[src/rtl/retire_trace_encoder_pkg.sv]
// Shared types for the retire trace encoder.
//   kind_e  : record kind encoding seen by the trace sink
//   state_e : encoder control states
//   rec_t   : packed record payload (everything except the instruction number)
//   classify: turns one retire event into a record, zeroing unused fields
package retire_trace_encoder_pkg;

    typedef enum logic [2:0] {
        KIND_REG  = 3'd0,
        KIND_LD   = 3'd1,
        KIND_ST   = 3'd2,
        KIND_NOP  = 3'd3,
        KIND_HALT = 3'd4
    } kind_e;

    typedef enum logic [1:0] {
        S_RUN,
        S_HALT_PEND,
        S_DRAIN,
        S_DONE
    } state_e;

    localparam int PC_W   = 16;
    localparam int REG_W  = 4;
    localparam int DATA_W = 16;
    localparam int ADDR_W = 16;

    // Field order fixes the bit offsets: addr at [15:0], data at [31:16],
    // wreg at [35:32], pc at [51:36], kind at [54:52].
    typedef struct packed {
        kind_e             kind;
        logic [PC_W-1:0]   pc;
        logic [REG_W-1:0]  wreg;
        logic [DATA_W-1:0] data;
        logic [ADDR_W-1:0] addr;
    } rec_t;

    localparam int REC_W = $bits(rec_t);

    // Priority: load beats plain register write, which beats halt, which beats store.
    function automatic rec_t classify(
        input logic [PC_W-1:0]   pc,
        input logic              regwr,
        input logic [REG_W-1:0]  wreg,
        input logic [DATA_W-1:0] wdata,
        input logic              memrd,
        input logic              memwr,
        input logic [ADDR_W-1:0] maddr,
        input logic [DATA_W-1:0] mdata,
        input logic              hlt
    );
        rec_t r;
        r    = '0;
        r.pc = pc;
        if (regwr && memrd) begin
            r.kind = KIND_LD;
            r.wreg = wreg;
            r.data = wdata;
            r.addr = maddr;
        end else if (regwr) begin
            r.kind = KIND_REG;
            r.wreg = wreg;
            r.data = wdata;
        end else if (hlt) begin
            r.kind = KIND_HALT;
        end else if (memwr) begin
            r.kind = KIND_ST;
            r.data = mdata;
            r.addr = maddr;
        end else begin
            r.kind = KIND_NOP;
        end
        return r;
    endfunction

endpackage

[src/rtl/retire_trace_encoder_if.sv]
// Retire bus (cpu -> encoder) plus trace stream (encoder -> sink).
//   master : the encoder; consumes ret_* and trc_ready, drives trc_*
//   slave  : the cpu/sink side; drives ret_* and trc_ready, consumes trc_*
interface retire_trace_encoder_if #(
    parameter int INUM_W = 32
);
    logic              ret_valid;
    logic [15:0]       ret_pc;
    logic              ret_regwr;
    logic [3:0]        ret_wreg;
    logic [15:0]       ret_wdata;
    logic              ret_memrd;
    logic              ret_memwr;
    logic [15:0]       ret_maddr;
    logic [15:0]       ret_mdata;
    logic              ret_hlt;

    logic              trc_valid;
    logic              trc_ready;
    logic [2:0]        trc_kind;
    logic [INUM_W-1:0] trc_inum;
    logic [15:0]       trc_pc;
    logic [3:0]        trc_reg;
    logic [15:0]       trc_data;
    logic [15:0]       trc_addr;

    modport master (
        input  ret_valid, ret_pc, ret_regwr, ret_wreg, ret_wdata,
               ret_memrd, ret_memwr, ret_maddr, ret_mdata, ret_hlt, trc_ready,
        output trc_valid, trc_kind, trc_inum, trc_pc, trc_reg, trc_data, trc_addr
    );

    modport slave (
        output ret_valid, ret_pc, ret_regwr, ret_wreg, ret_wdata,
               ret_memrd, ret_memwr, ret_maddr, ret_mdata, ret_hlt, trc_ready,
        input  trc_valid, trc_kind, trc_inum, trc_pc, trc_reg, trc_data, trc_addr
    );
endinterface

[src/rtl/retire_trace_encoder_fifo.sv]
// Synchronous show-ahead FIFO: the head entry is visible on dout whenever
// empty is low. A push while full is accepted only alongside a pop.
//   clk, rst   : clock, synchronous active-high reset (flushes pointers/count)
//   push, din  : write request and data
//   pop        : consume head entry (ignored while empty)
//   dout       : head entry
//   full, empty, count : occupancy
module retire_trace_encoder_fifo #(
    parameter int DEPTH = 8,
    parameter int W     = 8
) (
    input  logic                     clk,
    input  logic                     rst,
    input  logic                     push,
    input  logic                     pop,
    input  logic [W-1:0]             din,
    output logic [W-1:0]             dout,
    output logic                     full,
    output logic                     empty,
    output logic [$clog2(DEPTH):0]   count
);
    localparam int AW = $clog2(DEPTH);

    logic [W-1:0]  mem [DEPTH];
    logic [AW-1:0] wrPtr, rdPtr;
    logic          doPush, doPop;

    assign doPop  = pop && !empty;
    assign doPush = push && (!full || doPop);

    always_ff @(posedge clk) begin
        if (rst) begin
            wrPtr <= '0;
            rdPtr <= '0;
            count <= '0;
        end else begin
            if (doPush) wrPtr <= wrPtr + AW'(1);
            if (doPop)  rdPtr <= rdPtr + AW'(1);
            count <= count + (AW+1)'(doPush) - (AW+1)'(doPop);
        end
    end

    // Storage needs no reset; the pointers define what is valid.
    always_ff @(posedge clk) begin
        if (doPush) mem[wrPtr] <= din;
    end

    assign dout  = mem[rdPtr];
    assign full  = (count == (AW+1)'(DEPTH));
    assign empty = (count == '0);
endmodule

[src/rtl/retire_trace_encoder.sv]
// Commit trace encoder: one record per retired instruction, tagged with a
// running instruction number, buffered in a FIFO and streamed out on
// valid/ready. A cycle watchdog stops tracing for runaway programs.
//   clk, rst : clock, synchronous active-high reset
//   bus      : retire inputs and trace stream (master side)
//   ovf      : sticky, a record was dropped on a full FIFO
//   drop_cnt : dropped record count, saturating at 255
//   done     : halt delivered (or watchdog fired) and FIFO drained
//   timeout  : sticky, watchdog expired
module retire_trace_encoder
    import retire_trace_encoder_pkg::*;
#(
    parameter int DEPTH      = 8,
    parameter int INUM_W     = 32,
    parameter int MAX_CYCLES = 100000
) (
    input  logic                   clk,
    input  logic                   rst,
    retire_trace_encoder_if.master bus,
    output logic                   ovf,
    output logic [7:0]             drop_cnt,
    output logic                   done,
    output logic                   timeout
);
    localparam int FW = INUM_W + REC_W;
    localparam int CW = $clog2(DEPTH) + 1;

    state_e            state, stateNxt;
    logic [INUM_W-1:0] inum, cycles;
    logic [FW-1:0]     pendEnt;
    rec_t              retRec, outRec;
    logic [FW-1:0]     fifoDin, fifoDout, outEnt;
    logic [CW-1:0]     fifoCount;
    logic              fifoPush, fifoFull, fifoEmpty;
    logic              retEv, popFire, slotFree, wdFire, dropEv;

    assign retRec = classify(bus.ret_pc, bus.ret_regwr, bus.ret_wreg, bus.ret_wdata,
                             bus.ret_memrd, bus.ret_memwr, bus.ret_maddr, bus.ret_mdata,
                             bus.ret_hlt);

    assign retEv    = bus.ret_valid && (state == S_RUN);
    assign popFire  = !fifoEmpty && bus.trc_ready;
    // A full FIFO still has room when the head leaves in the same cycle.
    assign slotFree = !fifoFull || popFire;
    assign wdFire   = ((state == S_RUN) || (state == S_HALT_PEND)) &&
                      (cycles == INUM_W'(MAX_CYCLES - 1));

    always_ff @(posedge clk) begin
        if (rst) state <= S_RUN;
        else     state <= stateNxt;
    end

    always_comb begin
        stateNxt = state;
        unique case (state)
            S_RUN:       if (retEv && bus.ret_hlt) stateNxt = slotFree ? S_DRAIN : S_HALT_PEND;
            S_HALT_PEND: if (slotFree) stateNxt = S_DRAIN;
            S_DRAIN:     if (fifoCount == '0) stateNxt = S_DONE;
            S_DONE:      stateNxt = S_DONE;
            default:     stateNxt = S_RUN;
        endcase
        // Watchdog wins: any pending halt is abandoned and the FIFO drains.
        if (wdFire) stateNxt = S_DRAIN;
    end

    always_comb begin
        fifoPush = 1'b0;
        fifoDin  = {inum, retRec};
        dropEv   = 1'b0;
        unique case (state)
            S_RUN: begin
                if (retEv) begin
                    if (slotFree)          fifoPush = 1'b1;
                    else if (!bus.ret_hlt) dropEv   = 1'b1;
                end
            end
            S_HALT_PEND: begin
                fifoDin  = pendEnt;
                fifoPush = slotFree;
            end
            default: ;
        endcase
    end

    always_ff @(posedge clk) begin
        if (rst) begin
            inum     <= '0;
            cycles   <= '0;
            pendEnt  <= '0;
            ovf      <= 1'b0;
            drop_cnt <= '0;
            timeout  <= 1'b0;
        end else begin
            if (retEv) inum <= inum + INUM_W'(1);
            // Captured unconditionally on halt; only consumed in HALT_PEND.
            if (retEv && bus.ret_hlt) pendEnt <= {inum, retRec};
            if ((state == S_RUN) || (state == S_HALT_PEND)) cycles <= cycles + INUM_W'(1);
            if (wdFire) timeout <= 1'b1;
            if (dropEv) begin
                ovf <= 1'b1;
                if (drop_cnt != 8'hFF) drop_cnt <= drop_cnt + 8'd1;
            end
        end
    end

    retire_trace_encoder_fifo #(.DEPTH(DEPTH), .W(FW)) uFifo (
        .clk   (clk),
        .rst   (rst),
        .push  (fifoPush),
        .pop   (popFire),
        .din   (fifoDin),
        .dout  (fifoDout),
        .full  (fifoFull),
        .empty (fifoEmpty),
        .count (fifoCount)
    );

    // Blank the stream fields when empty so stale storage never shows.
    assign outEnt        = fifoEmpty ? '0 : fifoDout;
    assign outRec        = outEnt[REC_W-1:0];
    assign bus.trc_valid = !fifoEmpty;
    assign bus.trc_inum  = outEnt[FW-1:REC_W];
    assign bus.trc_kind  = outRec.kind;
    assign bus.trc_pc    = outRec.pc;
    assign bus.trc_reg   = outRec.wreg;
    assign bus.trc_data  = outRec.data;
    assign bus.trc_addr  = outRec.addr;
    assign done          = (state == S_DONE);
endmodule

[src/flat_wrapper.sv]
// flat-port wrapper written by rule: the top's interface ports become plain ports
module retire_trace_encoder_flat import retire_trace_encoder_pkg::*;
#(
    parameter int DEPTH      = 8,
    parameter int INUM_W     = 32,
    parameter int MAX_CYCLES = 100000
)
  (clk, rst, ovf, drop_cnt, done, timeout, bus_ret_valid, bus_ret_pc, bus_ret_regwr, bus_ret_wreg, bus_ret_wdata, bus_ret_memrd, bus_ret_memwr, bus_ret_maddr, bus_ret_mdata, bus_ret_hlt, bus_trc_ready, bus_trc_valid, bus_trc_kind, bus_trc_inum, bus_trc_pc, bus_trc_reg, bus_trc_data, bus_trc_addr);
  retire_trace_encoder_if #(.INUM_W(INUM_W)) bus_i ();
  input  logic clk;
  input  logic rst;
  output logic ovf;
  output logic [7:0] drop_cnt;
  output logic done;
  output logic timeout;
  input wire logic [$bits(bus_i.ret_valid)-1:0] bus_ret_valid;
  input wire logic [$bits(bus_i.ret_pc)-1:0] bus_ret_pc;
  input wire logic [$bits(bus_i.ret_regwr)-1:0] bus_ret_regwr;
  input wire logic [$bits(bus_i.ret_wreg)-1:0] bus_ret_wreg;
  input wire logic [$bits(bus_i.ret_wdata)-1:0] bus_ret_wdata;
  input wire logic [$bits(bus_i.ret_memrd)-1:0] bus_ret_memrd;
  input wire logic [$bits(bus_i.ret_memwr)-1:0] bus_ret_memwr;
  input wire logic [$bits(bus_i.ret_maddr)-1:0] bus_ret_maddr;
  input wire logic [$bits(bus_i.ret_mdata)-1:0] bus_ret_mdata;
  input wire logic [$bits(bus_i.ret_hlt)-1:0] bus_ret_hlt;
  input wire logic [$bits(bus_i.trc_ready)-1:0] bus_trc_ready;
  output wire logic [$bits(bus_i.trc_valid)-1:0] bus_trc_valid;
  output wire logic [$bits(bus_i.trc_kind)-1:0] bus_trc_kind;
  output wire logic [$bits(bus_i.trc_inum)-1:0] bus_trc_inum;
  output wire logic [$bits(bus_i.trc_pc)-1:0] bus_trc_pc;
  output wire logic [$bits(bus_i.trc_reg)-1:0] bus_trc_reg;
  output wire logic [$bits(bus_i.trc_data)-1:0] bus_trc_data;
  output wire logic [$bits(bus_i.trc_addr)-1:0] bus_trc_addr;
  assign bus_i.ret_valid = bus_ret_valid;
  assign bus_i.ret_pc = bus_ret_pc;
  assign bus_i.ret_regwr = bus_ret_regwr;
  assign bus_i.ret_wreg = bus_ret_wreg;
  assign bus_i.ret_wdata = bus_ret_wdata;
  assign bus_i.ret_memrd = bus_ret_memrd;
  assign bus_i.ret_memwr = bus_ret_memwr;
  assign bus_i.ret_maddr = bus_ret_maddr;
  assign bus_i.ret_mdata = bus_ret_mdata;
  assign bus_i.ret_hlt = bus_ret_hlt;
  assign bus_i.trc_ready = bus_trc_ready;
  assign bus_trc_valid = bus_i.trc_valid;
  assign bus_trc_kind = bus_i.trc_kind;
  assign bus_trc_inum = bus_i.trc_inum;
  assign bus_trc_pc = bus_i.trc_pc;
  assign bus_trc_reg = bus_i.trc_reg;
  assign bus_trc_data = bus_i.trc_data;
  assign bus_trc_addr = bus_i.trc_addr;
  retire_trace_encoder #(.DEPTH(DEPTH), .INUM_W(INUM_W), .MAX_CYCLES(MAX_CYCLES)) u_core (.clk(clk), .rst(rst), .bus(bus_i), .ovf(ovf), .drop_cnt(drop_cnt), .done(done), .timeout(timeout));
endmodule
[config.mk]
export PLATFORM = sky130hd
export DESIGN_NAME = retire_trace_encoder_flat
export DESIGN_NICKNAME = d
export VERILOG_FILES = /design/src/rtl/retire_trace_encoder_pkg.sv /design/src/rtl/retire_trace_encoder_if.sv /design/src/rtl/retire_trace_encoder_fifo.sv /design/src/rtl/retire_trace_encoder.sv /design/src/flat_wrapper.sv
export SDC_FILE = /design/constraint.sdc
export NUM_CORES = 1
export LEC_CHECK = 0
export ABC_CLOCK_PERIOD_IN_PS = 11700
export BUFFER_PORTS_ARGS = -buffer_cell sky130_fd_sc_hd__buf_2
export CORE_AREA = 5 5 264 395
export CTS_BUF_LIST = sky130_fd_sc_hd__clkbuf_2 sky130_fd_sc_hd__clkbuf_4 sky130_fd_sc_hd__clkbuf_8
export CTS_CLUSTER_SIZE = 28
export DETAILED_ROUTE_END_ITERATION = 6
export DIE_AREA = 0 0 269 400
export GPL_TIMING_DRIVEN = 0
export PLACE_DENSITY = 0.54
export SKIP_CTS_REPAIR_TIMING = 1
export SYNTH_ARGS = -nofsm -noshare
export SYNTH_HDL_FRONTEND = slang
export SYNTH_SLANG_ARGS = --single-unit
export TNS_END_PERCENT = 20
[constraint.sdc]
create_clock -name clk -period 11.7 [get_ports clk]
set_clock_uncertainty 0.1 [all_clocks]
set_input_delay 0.585 -clock clk [delete_from_list [all_inputs] [get_ports clk]]
set_output_delay 0.585 -clock clk [all_outputs]
set_load 0.01 [all_outputs]
# Word-level counts from Yosys, hierarchy flattened
# Memories as Yosys holds them, arrays and structs flattened. A register that Yosys moved wholly into a read port is not among the register bits.
# Index checks and enable logic that the tools add are counted.
classes:
  n_addsub: 7
  n_eq_ne: 12
  mux: 29
  reduce_logical: 18
op_table:
  columns: ["cell", "n"]
  rows:
  - ["2-to-1 mux 87 bit", 2]
  - ["adder 32 x 1 -> 32 bit (second input constant)", 2]
  - ["2-to-1 mux 32 bit", 2]
  - ["2-to-1 mux 36 bit", 1]
  - ["equality test 32 x 17 -> 1 bit (second input constant)", 1]
  - ["2-to-1 mux 16 bit", 2]
  - ["2-to-1 mux 3 bit", 5]
  - ["2-to-1 mux 2 bit", 5]
  - ["2-to-1 mux 1 bit", 9]
  - ["adder 8 x 1 -> 8 bit (second input constant)", 1]
  - ["inequality test 8 bit (second input constant)", 1]
  - ["one-hot mux 2 bit (4 select lines)", 1]
  - ["logical AND 1 bit", 7]
  - ["adder 3 x 1 -> 3 bit (second input constant)", 2]
  - ["inequality test 3 x 1 -> 1 bit (second input constant)", 2]
  - ["AND reduction 3 bit", 2]
  - ["adder 4 x 1 -> 4 bit", 1]
  - ["equality test 2 bit (second input constant)", 2]
  - ["equality test 4 bit (second input constant)", 1]
  - ["zero test 4 bit", 1]
  - ["2-to-1 mux 4 bit", 1]
  - ["inequality test 2 x 1 -> 1 bit (second input constant)", 2]
  - ["subtractor 4 x 1 -> 4 bit", 1]
  - ["logical OR 1 bit", 3]
  - ["other kinds (8)", 9]
word_totals:
  register_bits: 173
  mem_bits_rw: 696
  in_bits: 76
  output_inout_bits: 99
  word_cells: 78
  n_memories: 1
mem_list:
  columns: ["name", "depth", "width", "read_ports", "rd_ports_with_merged_regs", "write_ports", "line_no", "source"]
  rows:
  - ["u_core.uFifo.mem", 8, 87, 1, 1, 1, "retire_trace_encoder_fifo.sv:24", "logic [W-1:0] mem [DEPTH];"]

# Depth between registers and ports, before layout
# Gate-level depths: netlist (run 1).
logic_depth:
  ltp_word: 10
  mapped_depth: 13
  ltp_nobuf: 12

# Modules after synthesis
# A second synthesis (run 1) with hierarchy kept.
unflattened:
  hier_cells: 2280
  area_unflattened_um2: 35345.1
modules_own_cells:
  columns: ["mod", "n_inst", "cells_per_inst", "area_each_um2", "seq_area_each_um2"]
  rows:
  - ["retire_trace_encoder_fifo", 1, 1096, 26902.1, 21160.3]
  - ["retire_trace_encoder", 1, 1184, 8443.1, 3263.1]

# Worst setup path after synthesis (run 1)
# Ideal clock, no wire load.
synth_timing:
  path_type: "register to register"
  from: "register u_core.uFifo.count[2]"
  to: "memory u_core.uFifo.mem[1][0] in the netlist's numbering (enable)"
  setup_time_ns: 0.777
  arrival_time_ns: 10.530
  t_required_ns: 10.823
  setup_slack_ns: 0.293
  stages_incl_launch_ff: 7
  n_path_buf: 0
  period_less_slack_ns: 11.407
  path_cell_list: "dfxtp_1 inv_1 ha_1 nand2b_1 a311oi_1 inv_1 nor4b_1"
synth_between:
  elab_chain_len: 10
  word_cells_on_any_way: 14
  cone_classes: "eq/ne: 1; mux: 5; reduce/logical: 8"
synth_lines:
  columns: ["element", "line_no", "source"]
  rows:
  - ["start, declared", "retire_trace_encoder_fifo.sv:20", "output logic [$clog2(DEPTH):0] count"]
  - ["start signal, assigned", "retire_trace_encoder_fifo.sv:39", "count <= count + (AW+1)'(doPush) - (AW+1)'(doPop);"]
  - ["zero test 4 bit", "retire_trace_encoder_fifo.sv:50", "assign empty = (count == '0);"]
  - ["zero test 1 bit", "retire_trace_encoder_fifo.sv:28, retire_trace_encoder.sv:42", null]
  - ["logical AND 1 bit", "retire_trace_encoder.sv:42", "assign popFire = !fifoEmpty && bus.trc_ready;"]
  - ["logical OR 1 bit", "retire_trace_encoder.sv:44", "assign slotFree = !fifoFull || popFire;"]
  - ["2-to-1 mux 1 bit", "retire_trace_encoder.sv:73", "if (slotFree) fifoPush = 1'b1;"]
  - ["2-to-1 mux 1 bit", "retire_trace_encoder.sv:72", "if (retEv) begin"]
  - ["one-hot mux 1 bit (2 select lines)", "retire_trace_encoder.sv:70", "unique case (state)"]
  - ["logical AND 1 bit *", "retire_trace_encoder_fifo.sv:29", "assign doPush = push && (!full || doPop);"]
  - ["2-to-1 mux 1 bit *", "retire_trace_encoder_fifo.sv:45", "if (doPush) mem[wrPtr] <= din;"]
  - ["2-to-1 mux 1 bit (implied by the code) *", "retire_trace_encoder_fifo.sv:45", null]
  - ["end, declared", "retire_trace_encoder_fifo.sv:24", null]
# Mark *: on every way between the ends. The rest lies on a longest branch, timed or not.

# Worst setup path after layout (run 1)
layout_timing:
  from: "register u_core.uFifo.count[1]"
  to: "output bus_trc_inum[25]"
layout_between:
  elab_chain_len: 2
layout_lines:
  columns: ["element", "line_no", "source"]
  rows:
  - ["zero test 4 bit", "retire_trace_encoder_fifo.sv:50", null]
  - ["2-to-1 mux 87 bit", "retire_trace_encoder.sv:119", "assign outEnt = fifoEmpty ? '0 : fifoDout;"]
  - ["end, declared", "flat_wrapper.sv:29", "output wire logic [$bits(bus_i.trc_inum)-1:0] bus_trc_inum;"]
# No other way between the ends.

==> results of run 1 <==
-- flip-flops by register name (all words and copies together) (netlist names), 2 cells and up, named ones only --
register and count:
u_core.uFifo.count 4, u_core.pendEnt 87, u_core.inum 32, u_core.drop_cnt 8
u_core.uFifo.rdPtr 3, u_core.state 2, u_core.uFifo.wrPtr 3, u_core.cycles 32
u_core.uFifo.mem 696
-- cells by family (layout without fill, tap and decap cells) --
group           count (synthesis)  in the layout  synth area share
compound gates                237            237            0.0395
xor+xnor                       26             26           0.00654
fa+ha+maj                      12             12           0.00453
buf+inv                       167            707            0.0191
flops                         872            872             0.702
mux                           268            268             0.140
other cells                     0              4                 0
simple gates                  681            681            0.0888
-- routing by layer --
metal	share of wire	track usage	up-vias
li1	-	-	9566
met1	0.40	0.214	10900
met2	0.53	0.315	590
met3	0.045	0.0290	144
met4	0.027	0.0547	0
met5	0	0	-
-- placed cells by master (no fill, tap or decap), types with 6 or more instances in the layout --
master         instances
and3_1                 8
a21oi_1              136
and2_1                 7
edfxtp_1             696
nor2_1               159
clkbuf_4              37
or3_1                 15
buf_2                192
dfxtp_1              176
or4_1                 24
clkinv_1              25
o31ai_1               28
o21ai_0               29
nand2_1              317
dlygate4sd3_1         35
buf_4                 33
xor2_1                13
nor3_1                 6
clkinv_2              17
and4_1                11
clkbuf_1             105
a211oi_1              19
mux2i_1               90
buf_6                 62
xnor2_1               13
nor2b_1                7
a22oi_1               16
nor4_1                10
buf_1                 17
clkbuf_8             136
mux4_2               174
nand3_1               60
buf_8                  8
nand4_1               26
ha_1                  11
inv_1                 22
-- power groups by stage --
| stage | Clock, W | Combinational (W) | Sequential (W) |
|---|---|---|---|
| after global routing | 0.00264 | 0.00220 | 0.00365 |
| after floorplan | 0 | 0.00120 | 0.00373 |
| final | 0.00245 | 0.00202 | 0.00363 |
| after global placement | 0 | 0.00196 | 0.00381 |
| after detailed placement | 0 | 0.00207 | 0.00370 |
| after CTS | 0.00252 | 0.00207 | 0.00363 |
-- worst paths after layout --
| path | depth (start not counted) | to | start | slack, ns |
|---|---|---|---|---|
| worst max-delay path | 7 | bus_trc_inum[25] | u_core.uFifo.count[1]$_SDFF_PP0_ | 6.95 |
| worst min-delay path | 3 | u_core.pendEnt[34]$_SDFFE_PP0P_ | bus_ret_wreg[2] | 0.03 |
| worst max register to register | 12 | u_core.uFifo.mem[1][39]$_DFFE_PP_ | u_core.uFifo.count[2]$_SDFF_PP0_ | 7.43 |
| worst min register to register | 2 | u_core.pendEnt[8]$_SDFFE_PP0P_ | u_core.pendEnt[8]$_SDFFE_PP0P_ | 0.36 |
-- stage by stage --
| stage | area, µm² | util |
|---|---|---|
| after CTS | 41000 | 0.408 |
| final | 41400 | 0.411 |
| after global routing | 41400 | 0.411 |
| after floorplan | 34800 | - |
| after detailed placement | 38500 | 0.383 |
| after global placement | 37300 | 0.371 |
-- area by class of cell --
| type | count | area share |
|---|---|---|
| flip-flops and latches | 872 | 0.590 |
| multi-input cells | 1224 | 0.236 |
| inverters | 22 | 0.00200 |
| diodes | 4 | 0.000242 |
| well taps | 1305 | 0.0395 |
| repair buffers | 311 | 0.0564 |
| plain buffers | 145 | 0.0141 |
| clock buffers | 173 | 0.0520 |
| clock inverters | 56 | 0.00971 |
-- tightest hold or removal path, stage by stage --
cell     delay (ns)
buf_2          0.14
nand3_1        0.09
a21oi_1        0.06
==> impl_results.md, run 1 <==
- Die H: about 400 µm
- Avg Cell Area, Syn: 15.4 µm²
- Tmin final: between 4 and 5 ns
- Leakage power: between 10 and 15 nW
- Clock tree buffer depth: 3
- Via count: about 21000
- Htree depth: 3
- Worst slew pin tran: ~1.3 ns
- CTS sink cnt: slightly below 900
- DR iter-0 viols: approximately 1600
- First-pass GRT wire length: 141000 µm
- DRC Markers: 0
- Die area: about 110000 µm²
- Buffers on Ports: roughly 170
- Post-synth top cells: edfxtp_1, nand2_1, dfxtp_1
- Period Utilization, post-route: 0.406
- Routed wire per std cell: between 20 and 25 µm
- Crit Path Category: flip-flop to primary output
- Initial Utilization: 0.346
- Seq/Total Area, Yosys: 0.702
- Footprint of the multi-input gates: about 10000 µm²
- Crit. End Element: primary output
- Final ANT Viol Nets: 0
- Worst Path Max Fanout: 10
- Peak VDD IR: 96.0 µV
- Mapped Area: about 35000 µm²
- Cell family with most CP delay: buffers and inverters
- Synth top area cells: edfxtp_1, mux4_2, dfxtp_1
- P_sw: about 0.0024 W
- Non-filler cells, final: 4112
- Final wirelength: between 90000 and 100000 µm
- CP arrival: 4.06 ns
- Buf+Inv Stages, Crit Path: 4
- WHS: around 0.035 ns
- Max Clock Freq: 0.211 GHz
- TritonCTS buffer count: about 120
- Pint: approximately 0.0057 W
- Synth top area share: 0.601
- Reg power frac: 0.448
- Placed insts: a little under 4000
- I/O pin cnt: approximately 180
- GRT Overall Usage: 0.175
- Status: finished clean
- EDFF count, synth: around 700
- Vias per std cell: approximately 5.2
- Final WS setup: between 6 and 7 ns
- Ys async rst share: 0
- Clock root cell: clkbuf_8
- Worst path most repeated cell: clkbuf_1
- Combinational share of power: 0.249
- Clock network fraction of total power: 0.303
- Post-Synthesis Cells: about 2300
- Yosys reg bits: 872
- RSZ-0062 raised after global routing: no
- Share of layout cells above drive strength 1: 0.247
- Clock-pin slew on the worst setup and hold paths: around 0.06 ns
- FP Rows: 143
- Worst skew pair latency: 0.79 ns
- CP peak stage delay: about 0.88 ns
- Switching Fraction: 0.300
- Pins Over Slew Limit: 0
- Max cap viols: 0
- Antenna violations before repair: 6
- Count of final hold-check violations: 0
- Setup_tns: 0 ns
- Grt total ovfl: 0
- CORE AREA: a little over 100000 µm²
- Slew margin rel.: 0.112
- Top_reg_cell synth: edfxtp_1
- Layout fillers: roughly 9200
- Cell chain of the critical path: nor2_1 > and2_1 > clkbuf_1 > clkbuf_1 > clkbuf_1 > nor2_1 > buf_2
- Hpwl dp: between 60000 and 70000 µm
- Total power: 0.00810 W
- GP Congestion: around 0.82
- Initial DRT Pass Iterations: 7
- Max stage delay cell, worst path: clkbuf_1
- Largest net degree at the start of global routing: 21
- Vias in the first global route: between 20000 and 25000
- Fin nets: 2785
- Synth area leader: edfxtp_1
- PwrDens: approximately 200 nW/µm²
- Die Span X: around 270 µm
- Storage cell area: between 20000 and 25000 µm²
- Synth warnings: 0
- Min-Delay Path Class: input port to flip-flop
- Synth unique cells: 52
- Final setup vio count: 0
- Worst Setup Start Kind: flip-flop
- P&R area growth vs syn: 18.9%
- Worst EP required: 11.02 ns
- Syn_nets: 2351
- CTS tree: built
- DP Worst Slack: 7.31 ns
- Most frequent cell after synthesis: edfxtp_1
(Power assumes the default switching activity.)
==> inputs of run 2 (changes only) <==
Settings changed: ABC_AREA set to 1, ABC_CLOCK_PERIOD_IN_PS 11700 to 4950, CORE_AREA 5 5 264 395 to 5 5 268 401, DIE_AREA 0 0 269 400 to 0 0 273 406, PLACE_DENSITY 0.54 to 0.52.
Clock period 11.7 ns to 4.95 ns, I/O delays scaled along.
==> run 2 against run 1 <==
  * Via count up 27%
  * Combinational power grew to 3.0 times the previous value
  * Power grew to 2.6 times the previous value
==> impl_results.md, run 2 <==
- Max Clock Freq: 0.223 GHz
- Seq/Total Area, Yosys: 0.679 (-0.0227)
- Clock tree buffer depth: 3 (unchanged)
- Most common cell after layout, fill and taps aside: nor2_1
- Final WS setup: 0.456 ns (-6.49 ns)
- Worst Path Max Fanout: 10 (unchanged)
- Synth top area cells: edfxtp_1, dfxtp_1, nor2_1
- Vias per std cell: 5.08 (-1.6%)
- Most frequent cell after synthesis: nor2_1
- Clock root cell: clkbuf_8
- Vias in the first global route: 26200 (+19%)
- Final setup vio count: 0 (unchanged)
- Peak VDD IR: 283 µV (+200%)
- Tmin final: approximately 4.5 ns
- Most frequent cells in the layout: nor2_1, edfxtp_1, o21ai_0, nand2_1, buf_2
- Count of final hold-check violations: 0 (unchanged)
- Htree depth: 4 (+1)
- Period Utilization, post-route: 0.908
- Placed insts: 5000 (+30%)
- Synth area leader: edfxtp_1
- Final ANT Viol Nets: 0 (unchanged)
- Clock-pin slew on the worst setup and hold paths: 0.06 ns (about the same)
- Synth unique cells: 37 (-29%)
- Worst Setup Start Kind: flip-flop
- Fin nets: 3905 (+40%)
- Synth top area share: 0.581 (-0.0194)
- Setup_tns: 0 ns (unchanged)
- DRC Markers: 0 (unchanged)
- Worst skew pair latency: 0.83 ns (+0.04 ns)
- First-pass GRT wire length: 166000 µm (+18%)
- Share of layout cells above drive strength 1: 0.138 (-0.109)
- CTS tree: built
- Buffers on Ports: 173 (+1.2%)
- I/O pin cnt: 175 (unchanged)
- Via count: 27000 (+27%)
- Mapped Area: 36000 µm² (+3.3%)
- Routed wire per std cell: 21.6 µm (-6.6%)
- Top_reg_cell synth: edfxtp_1
- Status: finished clean
- Max cap viols: 0 (unchanged)
- Final wirelength: 115000 µm (+21%)
- Grt total ovfl: 0 (unchanged)
- Pins Over Slew Limit: 0 (unchanged)
- Post-Synthesis Cells: 3403 (+50%)
- Worst EP required: 4.60 ns (-6.42 ns)
- Slew margin rel.: 0.0692 (-0.0426)
- Layout fillers: 10000 (+8.1%)
- Avg Cell Area, Syn: 10.6 µm² (-31%)
- Die H: 406 µm (+1.5%)
- RSZ-0062 raised after global routing: no
- Max reg flops: 696 (unchanged)
- Crit Path Category: flip-flop to primary output
- Largest register by flop count: u_core.uFifo.mem
- Largest net degree at the start of global routing: 30 (+43%)
- Footprint of the multi-input gates: 10100 µm² (+3.3%)
- DP Worst Slack: 1.20 ns (-6.11 ns)
- EDFF count, synth: 696 (unchanged)
- P&R area growth vs syn: 18.8% (about the same)
- Worst slew pin tran: 1.38 ns (+0.0493 ns)
- Hpwl dp: 77600 µm (+15%)
- WHS: 0.158 ns (+0.123 ns)
- TritonCTS buffer count: 138 (+14%)
- Storage cell area: 24400 µm² (unchanged)
- Antenna violations before repair: 3 (-3)
- Initial DRT Pass Iterations: 6 (-1)
- Top Registers: u_core.uFifo.mem x696, u_core.pendEnt x87
- CP arrival: 4.15 ns (+0.09 ns)
- Total power: 0.0210 W (+160%)
- Syn_nets: 3491 (+48%)
- CORE AREA: 104000 µm² (+3.0%)
- GRT Overall Usage: 0.200 (+0.0256)
- Ys async rst share: 0 (unchanged)
- Initial Utilization: 0.347 (+0.00108)
- Leakage power: 15.1 nW (+12%)
- FP Rows: 145 (+1.4%)
- CTS sink cnt: 872 (unchanged)
- Die Span X: 273 µm (+1.5%)
- DR iter-0 viols: 2120 (+30%)
- Min-Delay Path Class: input port to flip-flop
- Post-synth top cells: nor2_1, edfxtp_1, o21ai_0
- Crit. End Element: primary output
- Synth warnings: 0 (unchanged)
- Non-filler cells, final: 5322 (+29%)
- Die area: 111000 µm² (+3.0%)
- Yosys reg bits: 872 (unchanged)
- GP Congestion: 0.889 (+9.0%)
- PwrDens: 491 nW/µm² (+150%)
## run 2: cell types whose count changed in the layout (fill, tap and decap cells not counted), sizes merged, moves of 87 or more
cell	previous run	this run
mux4	174	0
o21ai	29	639
mux2i	90	0
nor2	160	844
o32ai	0	87
inv	25	165
## run 2: path summary, 6_finish.rpt
path | startpoint | endpoint | slack [ns] | cells past startpoint
worst max-delay path | flip-flop | bus_trc_inum[27] | 0.46 | 6
worst min-delay path | bus_ret_regwr | u_core.pendEnt[54]$_SDFFE_PP0P_ | 0.16 | 4
worst max register to register | u_core.uFifo.count[2]$_SDFF_PP0_ | u_core.uFifo.mem[5][60]$_DFFE_PP_ | 1.23 | 11
worst min register to register | u_core.pendEnt[36]$_SDFFE_PP0P_ | u_core.pendEnt[36]$_SDFFE_PP0P_ | 0.35 | 2
## run 2: stage by stage
| stage | cell area (µm²) | utilization |
|---|---|---|
| 2_1_floorplan | 36000 | - |
| 3_3_place_gp | 38600 | 0.372 |
| 3_5_place_dp | 39200 | 0.379 |
| 4_1_cts | 42000 | 0.405 |
| 5_1_grt | 42700 | 0.412 |
| 6_report | 42700 | 0.412 |
## run 2: kinds of logic after synthesis
kind of cell               share of synthesized area
adders and majority gates                    0.00438
xor gates and xnor gates                     0.00219
and+or+nand+nor                                0.140
DFF                                            0.679
buffers and inverters                         0.0423
AOI/OAI and AO/OA                              0.132
## run 2: metal layers
| layer | vias up | routed length [µm] | track usage |
|---|---|---|---|
| met2 | 811 | 59100 | 0.360 |
| met5 | - | 13 | 0 |
| li1 | 12800 | - | - |
| met1 | 13300 | 46000 | 0.239 |
| met4 | 2 | 4030 | 0.0760 |
| met3 | 199 | 5710 | 0.0357 |
## run 2: critical path: stages, from the launching register on
cell and delay (ns):
dfxtp_1 0.30, clkbuf_1 0.73, clkbuf_1 0.98, clkbuf_1 0.58, nor2_1 0.14, nor2_1 0.35
buf_2 0.21
## run 2: report_power, final
part	total [W]	internal (W)	switching [W]
registers	0.00876	0.00861	0.000152
logic	0.00601	0.00177	0.00424
clock network	0.00621	0.00331	0.00290
## run 2: area by class of cell
cell class                      instances  area share
Antenna cell                            2    0.000117
Buffer                                207      0.0219
Multi-Input combinational cell       2168       0.236
Tap cell                             1396      0.0409
Sequential cell                       872       0.572
Clock inverter                         50     0.00841
Timing Repair Buffer                  274      0.0510
Inverter                              156      0.0137
Clock buffer                          197      0.0563
